$ cat config.mk
export PLATFORM = sky130hd
export DESIGN_NAME = rc4_session_ctrl
export DESIGN_NICKNAME = d
export VERILOG_FILES = /design/src/rtl/rc4_session_ctrl_pkg.sv /design/src/rtl/rc4_session_ctrl_fifo.sv /design/src/rtl/rc4_session_ctrl.sv
export SDC_FILE = /design/constraint.sdc
export NUM_CORES = 2
export LEC_CHECK = 0
export BUFFER_PORTS_ARGS = -buffer_cell sky130_fd_sc_hd__clkbuf_2
export CORE_MARGIN = 5
export CORE_UTILIZATION = 60
export DETAILED_ROUTE_END_ITERATION = 7
export PLACE_DENSITY = 0.76
export SLEW_MARGIN = 25
export SYNTH_ARGS = -nofsm -noshare
export SYNTH_HDL_FRONTEND = slang
export SYNTH_SLANG_ARGS = --single-unit
$ cat constraint.sdc
create_clock -name CLK_IN -period 4.1 [get_ports CLK_IN]
set_input_delay 0.41 -clock CLK_IN [delete_from_list [all_inputs] [get_ports CLK_IN]]
set_output_delay 0.41 -clock CLK_IN [all_outputs]
set_load 0.01 [all_outputs]
$ cat src/rtl/rc4_session_ctrl_pkg.sv
// Shared definitions for the rc4 session controller: FSM states and parameter defaults.
// Ports: none (package).
// Optional feature macro used elsewhere in this slice: RC4_CTRL_WDOG_EN.
package rc4_session_ctrl_pkg;

  localparam int KEY_MAX_DEF    = 32;
  localparam int FIFO_DEPTH_DEF = 64;
  localparam int ENC_LAT_DEF    = 2;
  localparam int WDOG_CYC_DEF   = 4096;

  typedef enum logic [3:0] {
    ST_IDLE,
    ST_FILL,
    ST_START,
    ST_KEYWAIT,
    ST_KEYXFER,
    ST_PTWAIT,
    ST_PTXFER,
    ST_DRAIN,
    ST_DONE
  } state_t;

  // Length is legal when in 1..max; both arguments zero-extended by the caller.
  function automatic logic len_ok(input logic [15:0] len, input logic [15:0] max);
    return (len != 16'd0) && (len <= max);
  endfunction

endpackage

$ cat src/rtl/rc4_session_ctrl_fifo.sv
// rc4_byte_fifo: 8-bit synchronous first-word-fall-through FIFO with occupancy count and flush.
// Ports: clk_i/rst_ni, flush_i, wr_i/wr_dat_i, rd_i/rd_dat_o, full_o/empty_o, cnt_o.
// Writes when full and reads when empty are dropped; flush_i beats a same-cycle write/read.
module rc4_byte_fifo #(
  parameter int DEPTH = 64
) (
  input  logic                   clk_i,
  input  logic                   rst_ni,
  input  logic                   flush_i,
  input  logic                   wr_i,
  input  logic [7:0]             wr_dat_i,
  input  logic                   rd_i,
  output logic [7:0]             rd_dat_o,
  output logic                   full_o,
  output logic                   empty_o,
  output logic [$clog2(DEPTH):0] cnt_o
);

  localparam int AW = $clog2(DEPTH);
  localparam logic [AW:0] FULL_CNT = (AW+1)'(DEPTH);

  logic [7:0]    mem_q [DEPTH];
  logic [AW-1:0] wr_ptr_q, rd_ptr_q;
  logic [AW:0]   cnt_q;
  logic          do_wr, do_rd;

  assign full_o   = (cnt_q == FULL_CNT);
  assign empty_o  = (cnt_q == '0);
  assign cnt_o    = cnt_q;
  assign rd_dat_o = mem_q[rd_ptr_q];
  assign do_wr    = wr_i & ~full_o & ~flush_i;
  assign do_rd    = rd_i & ~empty_o & ~flush_i;

  always_ff @(posedge clk_i or negedge rst_ni) begin
    if (!rst_ni) begin
      wr_ptr_q <= '0;
      rd_ptr_q <= '0;
      cnt_q    <= '0;
    end else if (flush_i) begin
      wr_ptr_q <= '0;
      rd_ptr_q <= '0;
      cnt_q    <= '0;
    end else begin
      if (do_wr) wr_ptr_q <= wr_ptr_q + 1'b1;
      if (do_rd) rd_ptr_q <= rd_ptr_q + 1'b1;
      case ({do_wr, do_rd})
        2'b10:   cnt_q <= cnt_q + 1'b1;
        2'b01:   cnt_q <= cnt_q - 1'b1;
        default: cnt_q <= cnt_q;
      endcase
    end
  end

  always_ff @(posedge clk_i) begin
    if (do_wr) mem_q[wr_ptr_q] <= wr_dat_i;
  end

endmodule

$ cat src/rtl/rc4_session_ctrl.sv
// rc4_session_ctrl: buffers key and plaintext, runs one rc4 core burst per session, captures ciphertext.
// Ports: host key bus (KEY_*), GO/ABORT, PT and CT valid/ready streams, status, rc4 core interface.
// Optional watchdog on KEYWAIT/PTWAIT/DRAIN enabled by macro RC4_CTRL_WDOG_EN.
module rc4_session_ctrl
  import rc4_session_ctrl_pkg::*;
#(
  parameter int KEY_MAX    = KEY_MAX_DEF,
  parameter int FIFO_DEPTH = FIFO_DEPTH_DEF,
  parameter int ENC_LAT    = ENC_LAT_DEF,
  parameter int WDOG_CYC   = WDOG_CYC_DEF
) (
  input  logic                        CLK_IN,
  input  logic                        RESET_N_IN,
  input  logic                        KEY_WR_IN,
  input  logic [7:0]                  KEY_ADDR_IN,
  input  logic [7:0]                  KEY_DATA_IN,
  input  logic [8:0]                  KEY_LEN_IN,
  input  logic [$clog2(FIFO_DEPTH):0] MSG_LEN_IN,
  input  logic                        GO_IN,
  input  logic                        ABORT_IN,
  input  logic                        PT_VALID_IN,
  output logic                        PT_READY_OUT,
  input  logic [7:0]                  PT_DATA_IN,
  output logic                        CT_VALID_OUT,
  input  logic                        CT_READY_IN,
  output logic [7:0]                  CT_DATA_OUT,
  output logic                        BUSY_OUT,
  output logic                        DONE_OUT,
  output logic                        ERR_OUT,
  output logic [8:0]                  RC4_KEY_SIZE_OUT,
  output logic [7:0]                  RC4_KEY_BYTE_OUT,
  output logic [7:0]                  RC4_PLAIN_BYTE_OUT,
  output logic                        RC4_START_OUT,
  output logic                        RC4_STOP_OUT,
  output logic                        RC4_HOLD_OUT,
  input  logic                        RC4_START_KEY_CPY_IN,
  input  logic                        RC4_BUSY_IN,
  input  logic                        RC4_READ_PLAINTEXT_IN,
  input  logic [7:0]                  RC4_ENC_BYTE_IN
);

  localparam int CW  = $clog2(FIFO_DEPTH) + 1;
  localparam int KAW = (KEY_MAX > 1) ? $clog2(KEY_MAX) : 1;
  localparam logic [CW-1:0] DEPTH_C   = CW'(FIFO_DEPTH);
  localparam logic [CW-1:0] ONE_C     = CW'(1);
  localparam logic [8:0]    KEY_MAX_C = 9'(KEY_MAX);
  localparam logic [7:0]    ENC_LAT_C = 8'(ENC_LAT);

  state_t        state_q, state_d;
  logic [8:0]    key_len_q, key_len_d, key_idx_q, key_idx_d;
  logic [CW-1:0] msg_len_q, msg_len_d, pt_idx_q, pt_idx_d, cap_cnt_q, cap_cnt_d;
  logic [7:0]    key_byte_q, key_byte_d, plain_byte_q, plain_byte_d;
  logic [7:0]    cap_lat_q, cap_lat_d;
  logic          cap_act_q, cap_act_d, err_q, err_d, stop_q, stop_d;
  logic          pt_pop, ct_push, flush, pt_full, wdog_hit, key_wr_en;
  logic [7:0]    pt_rd_dat, key_mem [KEY_MAX];
  logic [CW-1:0] pt_cnt, ct_cnt, ct_free;
  logic          ct_empty, unused_pt_empty, unused_ct_full, unused_rc4_busy;

  assign unused_rc4_busy = RC4_BUSY_IN;

  rc4_byte_fifo #(.DEPTH(FIFO_DEPTH)) u_pt_fifo (
    .clk_i(CLK_IN), .rst_ni(RESET_N_IN), .flush_i(flush),
    .wr_i(PT_VALID_IN), .wr_dat_i(PT_DATA_IN), .rd_i(pt_pop), .rd_dat_o(pt_rd_dat),
    .full_o(pt_full), .empty_o(unused_pt_empty), .cnt_o(pt_cnt)
  );

  rc4_byte_fifo #(.DEPTH(FIFO_DEPTH)) u_ct_fifo (
    .clk_i(CLK_IN), .rst_ni(RESET_N_IN), .flush_i(flush),
    .wr_i(ct_push), .wr_dat_i(RC4_ENC_BYTE_IN), .rd_i(CT_READY_IN), .rd_dat_o(CT_DATA_OUT),
    .full_o(unused_ct_full), .empty_o(ct_empty), .cnt_o(ct_cnt)
  );

  assign ct_free = DEPTH_C - ct_cnt;

  // Key buffer is only writable between sessions so a running burst sees a stable key.
  assign key_wr_en = KEY_WR_IN && (state_q == ST_IDLE) && ({1'b0, KEY_ADDR_IN} < KEY_MAX_C);

  always_ff @(posedge CLK_IN) begin
    if (key_wr_en) key_mem[KEY_ADDR_IN[KAW-1:0]] <= KEY_DATA_IN;
  end

`ifdef RC4_CTRL_WDOG_EN
  logic [31:0] wdog_q;

  assign wdog_hit = (state_q inside {ST_KEYWAIT, ST_PTWAIT, ST_DRAIN}) &&
                    (wdog_q == 32'(WDOG_CYC - 1));

  // Counts consecutive cycles spent in one waiting state; restarts on any state change.
  always_ff @(posedge CLK_IN or negedge RESET_N_IN) begin
    if (!RESET_N_IN)
      wdog_q <= '0;
    else if ((state_d != state_q) || !(state_q inside {ST_KEYWAIT, ST_PTWAIT, ST_DRAIN}))
      wdog_q <= '0;
    else
      wdog_q <= wdog_q + 32'd1;
  end
`else
  assign wdog_hit = 1'b0;
`endif

  always_comb begin
    state_d      = state_q;
    key_len_d    = key_len_q;
    msg_len_d    = msg_len_q;
    key_idx_d    = key_idx_q;
    pt_idx_d     = pt_idx_q;
    key_byte_d   = key_byte_q;
    plain_byte_d = plain_byte_q;
    cap_act_d    = cap_act_q;
    cap_lat_d    = cap_lat_q;
    cap_cnt_d    = cap_cnt_q;
    err_d        = 1'b0;
    stop_d       = 1'b0;
    pt_pop       = 1'b0;
    ct_push      = 1'b0;
    flush        = 1'b0;

    // Capture window: cap_lat_q is the number of edges since the READ_PLAINTEXT sample edge.
    if (cap_act_q) begin
      if (cap_lat_q != 8'hFF) cap_lat_d = cap_lat_q + 8'd1;
      if (cap_lat_q >= ENC_LAT_C) begin
        ct_push   = 1'b1;
        cap_cnt_d = cap_cnt_q + ONE_C;
        if (cap_cnt_q + ONE_C == msg_len_q) cap_act_d = 1'b0;
      end
    end

    case (state_q)
      ST_IDLE: begin
        if (GO_IN && !ABORT_IN) begin
          if (len_ok(16'(KEY_LEN_IN), 16'(KEY_MAX)) && len_ok(16'(MSG_LEN_IN), 16'(FIFO_DEPTH))) begin
            key_len_d = KEY_LEN_IN;
            msg_len_d = MSG_LEN_IN;
            state_d   = ST_FILL;
          end else begin
            err_d = 1'b1;
          end
        end
      end
      // Whole message buffered and CT space reserved, so the burst can never stall.
      ST_FILL: if (pt_cnt >= msg_len_q && ct_free >= msg_len_q) state_d = ST_START;
      ST_START: state_d = ST_KEYWAIT;
      ST_KEYWAIT: begin
        if (RC4_START_KEY_CPY_IN) begin
          key_byte_d = key_mem[0];
          key_idx_d  = 9'd1;
          state_d    = ST_KEYXFER;
        end
      end
      ST_KEYXFER: begin
        if (key_idx_q < key_len_q) begin
          key_byte_d = key_mem[key_idx_q[KAW-1:0]];
          key_idx_d  = key_idx_q + 9'd1;
        end else begin
          key_byte_d = 8'h00;
          state_d    = ST_PTWAIT;
        end
      end
      ST_PTWAIT: begin
        if (RC4_READ_PLAINTEXT_IN) begin
          plain_byte_d = pt_rd_dat;
          pt_pop       = 1'b1;
          pt_idx_d     = ONE_C;
          cap_act_d    = 1'b1;
          cap_lat_d    = 8'd1;
          cap_cnt_d    = '0;
          state_d      = ST_PTXFER;
        end
      end
      ST_PTXFER: begin
        if (pt_idx_q < msg_len_q) begin
          plain_byte_d = pt_rd_dat;
          pt_pop       = 1'b1;
          pt_idx_d     = pt_idx_q + ONE_C;
        end else begin
          plain_byte_d = 8'h00;
          state_d      = ST_DRAIN;
        end
      end
      ST_DRAIN: if (!cap_act_q && cap_cnt_q == msg_len_q) state_d = ST_DONE;
      ST_DONE:  state_d = ST_IDLE;
      default:  state_d = ST_IDLE;
    endcase

    // Abort (or watchdog expiry) overrides everything the session was doing this cycle.
    if ((ABORT_IN || wdog_hit) && state_q != ST_IDLE) begin
      state_d      = ST_IDLE;
      stop_d       = 1'b1;
      err_d        = wdog_hit;
      flush        = 1'b1;
      pt_pop       = 1'b0;
      ct_push      = 1'b0;
      cap_act_d    = 1'b0;
      key_byte_d   = 8'h00;
      plain_byte_d = 8'h00;
    end
  end

  always_ff @(posedge CLK_IN or negedge RESET_N_IN) begin
    if (!RESET_N_IN) begin
      state_q      <= ST_IDLE;
      key_len_q    <= '0;
      msg_len_q    <= '0;
      key_idx_q    <= '0;
      pt_idx_q     <= '0;
      key_byte_q   <= '0;
      plain_byte_q <= '0;
      cap_act_q    <= 1'b0;
      cap_lat_q    <= '0;
      cap_cnt_q    <= '0;
      err_q        <= 1'b0;
      stop_q       <= 1'b0;
    end else begin
      state_q      <= state_d;
      key_len_q    <= key_len_d;
      msg_len_q    <= msg_len_d;
      key_idx_q    <= key_idx_d;
      pt_idx_q     <= pt_idx_d;
      key_byte_q   <= key_byte_d;
      plain_byte_q <= plain_byte_d;
      cap_act_q    <= cap_act_d;
      cap_lat_q    <= cap_lat_d;
      cap_cnt_q    <= cap_cnt_d;
      err_q        <= err_d;
      stop_q       <= stop_d;
    end
  end

  assign PT_READY_OUT       = ~pt_full;
  assign CT_VALID_OUT       = ~ct_empty;
  assign BUSY_OUT           = (state_q != ST_IDLE);
  assign DONE_OUT           = (state_q == ST_DONE);
  assign ERR_OUT            = err_q;
  assign RC4_KEY_SIZE_OUT   = key_len_q;
  assign RC4_KEY_BYTE_OUT   = key_byte_q;
  assign RC4_PLAIN_BYTE_OUT = plain_byte_q;
  assign RC4_START_OUT      = (state_q == ST_START);
  assign RC4_STOP_OUT       = stop_q;
  assign RC4_HOLD_OUT       = 1'b0;

endmodule

Yosys cells after proc, flatten, opt, wreduce, memory -nomap -nowiden
Memories as Yosys holds them, arrays and structs flattened.
Index checks and enable logic that the tools add are counted.
{"block": "word_totals", "wordCells": 185, "n_memories": 3, "output_inout_bits": 41, "ram_bits": 1280, "regBits": 108}
{"name": "u_ct_fifo.mem_q", "depth": 64, "word_bits": 8, "read_ports": 1, "rd_clocked_by_memory_dff": 0, "wr": 1, "line_no": "rc4_session_ctrl_fifo.sv:22", "rtl": "logic [7:0] mem_q [DEPTH];"}
{"name": "u_pt_fifo.mem_q", "depth": 64, "word_bits": 8, "read_ports": 1, "rd_clocked_by_memory_dff": 0, "wr": 1, "line_no": "rc4_session_ctrl_fifo.sv:22"}
{"name": "key_mem", "depth": 32, "word_bits": 8, "read_ports": 2, "rd_clocked_by_memory_dff": 0, "wr": 1, "line_no": "rc4_session_ctrl.sv:56", "rtl": "logic [7:0] pt_rd_dat, key_mem [KEY_MAX];"}
{"block": "classes", "eq_ne": 29, "n_lt_le_gt_ge": 8, "reduce_logical": 33, "muxes": 68, "bitwise_logic": 13, "add_sub_neg": 13}
{"cell": "two-way mux 8 bit", "n": 10}
{"cell": "two-way mux 7 bit", "n": 8}
{"cell": "two-way mux 6 bit", "n": 8}
{"cell": "case mux 7 bit (2 select lines)", "n": 3}
{"cell": "two-way mux 4 bit", "n": 9}
{"cell": "case mux 4 bit (8 select lines)", "n": 1}
{"cell": "case mux 8 bit (2 select lines)", "n": 2}
{"cell": "adder 7 x 1 -> 7 bit, second input constant", "n": 4}
{"cell": "adder 6 x 1 -> 6 bit, second input constant", "n": 4}
{"cell": "two-way mux 1 bit", "n": 23}
{"cell": "two-way mux 9 bit", "n": 2}
{"cell": "!= test 3 bit, second input constant", "n": 6}
{"cell": "case mux 9 bit (2 select lines)", "n": 1}
{"cell": "== test 4 x 3 -> 1 bit, second input constant", "n": 4}
{"cell": "== test 7 bit", "n": 2}
{"cell": "== test 7 bit, second input constant", "n": 2}
{"cell": ">= comparator 7 bit", "n": 2}
{"cell": "logical NOT 7 bit", "n": 2}
{"cell": "subtractor 7 x 1 -> 7 bit, second input constant", "n": 2}
{"cell": "nonzero test 2 bit", "n": 6}
{"cell": "nonzero test 3 bit", "n": 4}
{"cell": "adder 9 x 1 -> 9 bit, second input constant", "n": 1}
{"cell": "less-or-equal comparator 9 x 6 -> 1 bit, second input constant", "n": 1}
{"cell": "logical AND 1 bit", "n": 9}
{"cell": "other kinds (26)", "n": 48}

Longest topological paths before layout
{"block": "depth", "word_depth": 9, "ltp_mapped": 14, "ltp_nobuf": 14}

By module
A second synthesis with hierarchy kept.
{"block": "unflattened", "hier_cells": 2944, "hier_area_um2": 56191.4}
{"mod": "rc4_byte_fifo at u_pt_fifo", "instances": 1, "cells_each": 1026, "area_each_um2": 20938.8}
{"mod": "rc4_byte_fifo at u_ct_fifo", "instances": 1, "cells_each": 1019, "area_each_um2": 20913.8}
{"mod": "rc4_session_ctrl", "instances": 1, "cells_each": 899, "area_each_um2": 14338.8}

Worst setup path before layout
OpenSTA, ideal clock, no wires.
{"block": "synth_path", "path_kind": "reg-to-reg", "from": "register u_ct_fifo.cnt_q[0] (netlist: u_ct_fifo.cnt_o[0])", "to": "register u_ct_fifo.cnt_q[6] (netlist: u_ct_fifo.cnt_o[6])", "arrival_ns": 3.604, "period_less_slack_ns": 3.736, "required_time_ns": 3.968, "stages_incl_launch_ff": 15, "setup_ns": 0.132, "slack_ns": 0.364, "path_buffers": 1, "cell_sequence": "dfrtp_1 > inv_1 > ha_1 > or3b_4 > or4b_4 > and2_0 > clkbuf_1 > nor3_1 > ha_1 > a21o_1 > a21oi_1 > o21ai_0 > mux2i_1 > xor2_1 > nor2_1"}
{"block": "synth_via", "elab_chain_cells": 7, "elab_cells_between_ends": 15}
{"element": "from (decl)", "line_no": "rc4_session_ctrl_fifo.sv:24", "rtl": "logic [AW:0] cnt_q;"}
{"element": "from (signal assigned)", "line_no": "rc4_session_ctrl_fifo.sv:47", "rtl": "2'b10: cnt_q <= cnt_q + 1'b1;"}
{"element": "from (signal assigned)", "line_no": "rc4_session_ctrl_fifo.sv:48", "rtl": "2'b01: cnt_q <= cnt_q - 1'b1;"}
{"element": "from (signal assigned)", "line_no": "rc4_session_ctrl_fifo.sv:49", "rtl": "default: cnt_q <= cnt_q;"}
{"element": "== test 7 bit / logical NOT 7 bit (equally long branches)", "line_no": "rc4_session_ctrl_fifo.sv:27, rc4_session_ctrl_fifo.sv:28"}
{"element": "inverter 1 bit (on tied branches)", "line_no": "rc4_session_ctrl_fifo.sv:31, rc4_session_ctrl_fifo.sv:32"}
{"element": "AND 1 bit (on tied branches) (2 in series)", "line_no": "rc4_session_ctrl_fifo.sv:31, rc4_session_ctrl_fifo.sv:32"}
{"element": "== test 2 x 1 -> 1 bit / == test 2 bit (equally long branches)", "line_no": "rc4_session_ctrl_fifo.sv:46", "rtl": "case ({do_wr, do_rd})"}
{"element": "case mux 7 bit (2 select lines)", "line_no": "rc4_session_ctrl_fifo.sv:46"}
{"element": "two-way mux 7 bit", "line_no": "rc4_session_ctrl_fifo.sv:39", "rtl": "end else if (flush_i) begin"}
Several ways; a longest one is shown, not always the timed one.
A chain may end at the register's enable or synchronous reset.

Worst setup path after layout
{"block": "layout_path", "from": "register u_ct_fifo.rd_ptr_q[0]", "to": "output CT_DATA_OUT[0]"}
{"block": "layout_via", "elab_chain_cells": 1}
{"element": "from (decl)", "line_no": "rc4_session_ctrl_fifo.sv:23", "rtl": "logic [AW-1:0] wr_ptr_q, rd_ptr_q;"}
{"element": "from (signal assigned)", "line_no": "rc4_session_ctrl_fifo.sv:45", "rtl": "if (do_rd) rd_ptr_q <= rd_ptr_q + 1'b1;"}
{"element": "memory read (64 x 8 bit)"}
{"element": "to (decl)", "line_no": "rc4_session_ctrl.sv:26", "rtl": "output logic [7:0] CT_DATA_OUT,"}
No other way between the ends.

==> flow_summary.json <==
{
  "ys_seq_area_share_pct": 73.2,
  "use_met2_pct": 41.8,
  "timing.slew.headroom_pct": 35.3,
  "areaGrowthSynthToFinish_pct": 12.2,
  "grt_remaining_overflow": 0,
  "antenna_found_initial": 1,
  "coreArea_sq_um": 93200,
  "drive_gt1_share_pct": 24.1,
  "layout_worst_path_cycle_share_pct": 95.1,
  "wl_microns": 123000,
  "ir_worst_vdd_v": 0.000496,
  "required_ns": 3.69,
  "end_kind": "primary output",
  "path_class": "register to primary output",
  "cts_made_buffers": 138,
  "fin_nets": 3247,
  "yosysTopAreaCellShare_pct": 68.4,
  "power_leakage_nw": 20.5,
  "gp_congestion": 0.876,
  "regToRegEndpoint": "u_pt_fifo.cnt_o[6]",
  "synth_flop_cell": "edfxtp_1",
  "grt_use_met1_pct": 33.9,
  "rr_startpoint": "msg_len_q[4]",
  "gr-usage-met3_pct": 4.75,
  "grt_usage_pct": 25.0,
  "critPathLaunch": "u_ct_fifo.rd_ptr_q[0]",
  "layout_common_cells": "edfxtp_1 (1,280), mux4_2 (323), nor2_1 (235), clkbuf_16 (146), nand2_1 (121)",
  "ys_warn_count": 0,
  "max-cap-violations": 0,
  "outcome": "finished, final reports clean",
  "clockBufferDepth": 3,
  "crit_end": "CT_DATA_OUT[0]",
  "initial_core_util_pct": 60.3,
  "cts_tree": "built",
  "synth_area_leader_cell": "edfxtp_1",
  "num_rows": 112,
  "finalCriticalPeriod_ns": 3.90,
  "start_kind": "register",
  "grt_pass1_wl_microns": 186000,
  "async_flop_share_pct": 7.78,
  "rrSetupSlack_ns": 0.23,
  "firstDrtPassIters": 6,
  "n_fill_cell": 5720,
  "setup_viol": 0,
  "drcViolationCount": 0,
  "fin_area_sq_um": 63000,
  "hold-worst-slack_ns": 0.0596,
  "crit_path_top_delay_cell": "dfrtp_4",
  "dp_hpwl_microns": 75000,
  "reg2reg_depth": 14,
  "rsz0062_at_grt": "no",
  "synth.distinct_cells": 84,
  "p_total_mw": 36.4,
  "netlist_top_cells_area": "edfxtp_1 (68%), mux4_2 (13%), dfrtp_1 (4.8%)",
  "grt_max_degree": 65,
  "wl_per_cell_microns": 27.2,
  "crit_chain": "buf_12 > mux4_2 > mux4_2 > mux2i_1 > a21oi_1 > clkbuf_2",
  "clock_latency_ns": 0.73,
  "num_vias": 29103,
  "slowest_delay_ns": 0.62,
  "dpl_cell_area_sq_um": 58300,
  "die_y_microns": 316,
  "grt-busiest-layer": "met2",
  "synth-seq-cells": 1388,
  "slew_viol_final": 0,
  "max_freq_mhz": 257,
  "place_inst": 4237,
  "cpMostUsedCell": "mux4_2",
  "die_x_microns": 316,
  "mostFrequentLayoutCell": "edfxtp_1",
  "io_buffers": 96,
  "synthCells": 2961,
  "synth_edf_count": 1280,
  "cts_root_buf": "clkbuf_16",
  "die_area_sq_um": 99900,
  "pwr_density_cell_nw_per_um2": 577,
  "synth_area_sq_um": 56200,
  "hold_class": "primary input to register",
  "worst_pin_slew_ns": 0.966,
  "h-tree-depth": 4,
  "crit_arrival_ns": 3.49,
  "skew_ns": 0.0212,
  "clk_pin_slew_worst_paths_ns": 0.06,
  "syn_avg_cell_area_sq_um": 19.0,
  "postRouteAntennaNets": 0,
  "clock-sinks": 1388,
  "finalSetupTns_ns": 0,
  "hold_viol_final": 0,
  "ios": 99,
  "grt_pass1_vias": 30008,
  "syn_nets": 3069,
  "drtIter0Drc": 3400,
  "vias_per_cell": 6.46,
  "stdcell_count": 4508,
  "cp_max_fo": 26
}
-- synthesized netlist by cell type, drive strengths merged (6+ instances only) --
cell type,number
a2111oi,7
a211o,11
a211oi,32
a21o,7
a21oi,50
a22oi,30
a32oi,9
and3,13
buf,79
clkbuf,85
dfrtp,108
edfxtp,1280
ha,48
inv,31
mux2,19
mux2i,100
mux4,323
nand2,122
nand2b,10
nand3,46
nand3b,12
nand4,12
nor2,243
nor2b,22
nor3,20
nor4,11
o21ai,51
o221ai,17
o22ai,14
or2,6
or3,8
or3b,7
xnor2,24
xor2,37
-- repair_timing --
item / CTS / global route
endpoints found under the setup margin: 3 / 2
resized for setup: 0 / 2
pin swaps: 0 / 0
hold endpoints to repair: 76 / 0
hold buffers: 15 / 0
setup buffers: 1 / 0
cloned: 0 / 0
-- per-stage QoR --
| stage | utilization (%) | setup WS (ns) |
|---|---|---|
| detailed placement | 62.6 | 0.329 |
| global placement | 62.6 | 0.425 |
| global route | 67.6 | 0.0382 |
| finish | 67.6 | 0.203 |
| CTS | 67.6 | 0.0626 |
| floorplan | - | 0.364 |
-- layer usage --
layer | vias up | wire (microns)
li1 | 12353 | -
met1 | 15046 | 46700
met2 | 1429 | 62900
met3 | 275 | 9440
met4 | 0 | 3780
met5 | - | 0
-- kinds of logic after synthesis --
logic type	after synthesis	share of synthesized area, %
compound gates	269	3.37
xor+xnor	61	0.951
fa+ha+maj	50	1.14
buf+inv	195	1.53
flops	1388	73.2
mux	442	15.1
other cells	1	0.00667
simple gates	555	4.67
-- flip-flops by register name, summed over array words and instances, names as in the netlist, 7 cells and up --
register and count:
u_pt_fifo.mem_q 512, RC4_PLAIN_BYTE_OUT 8, u_ct_fifo.cnt_o 7, pt_idx_q 7
key_mem 256, RC4_KEY_BYTE_OUT 8, u_pt_fifo.cnt_o 7, cap_lat_q 8
u_ct_fifo.mem_q 512, RC4_KEY_SIZE_OUT 9, cap_cnt_q 7, key_idx_q 9
msg_len_q 7
-- worst max-delay path, delay by kind of cell, from the launching register on --
family / cells / cell delay, ns
flops: 1 / 0.62
buf+inv: 2 / 0.47
mux: 3 / 1.45
compound gates: 1 / 0.18
-- worst min path at each step --
stage | startpoint | to | slack [ns] | cells past startpoint
floorplan | RESET_N_IN | ERR_OUT | 0.11 | 0
global placement | key_mem[0][7] | RC4_KEY_BYTE_OUT[7] | 0.51 | 2
detailed placement | RC4_KEY_BYTE_OUT[2] | RC4_KEY_BYTE_OUT[2] | 0.50 | 2
CTS | PT_VALID_IN | u_pt_fifo.cnt_o[6] | 0.01 | 3
global route | GO_IN | ERR_OUT | 0.06 | 4
finish | PT_VALID_IN | u_pt_fifo.cnt_o[6] | 0.06 | 3
-- final cells by class --
type / count / area (sq um) / area share, %
clock inverters: 77 / 747 / 1.19
inverters: 31 / 116 / 0.185
well taps: 1254 / 1570 / 2.49
multi-input cells: 1378 / 14200 / 22.5
repair buffers: 202 / 1420 / 2.25
flip-flops and latches: 1388 / 41200 / 65.3
clock buffers: 176 / 3800 / 6.02
diodes: 2 / 5.00 / 0.00794
-- where the power goes --
| group | internal [mW] | leakage, nW | switching (mW) | total (mW) |
|---|---|---|---|---|
| combinational | 3.42 | 5.39 | 3.78 | 7.21 |
| clock | 7.44 | 2.24 | 5.14 | 12.6 |
| sequential | 15.9 | 12.9 | 0.688 | 16.6 |
Note: power is estimated with default switching activity, not from simulation.
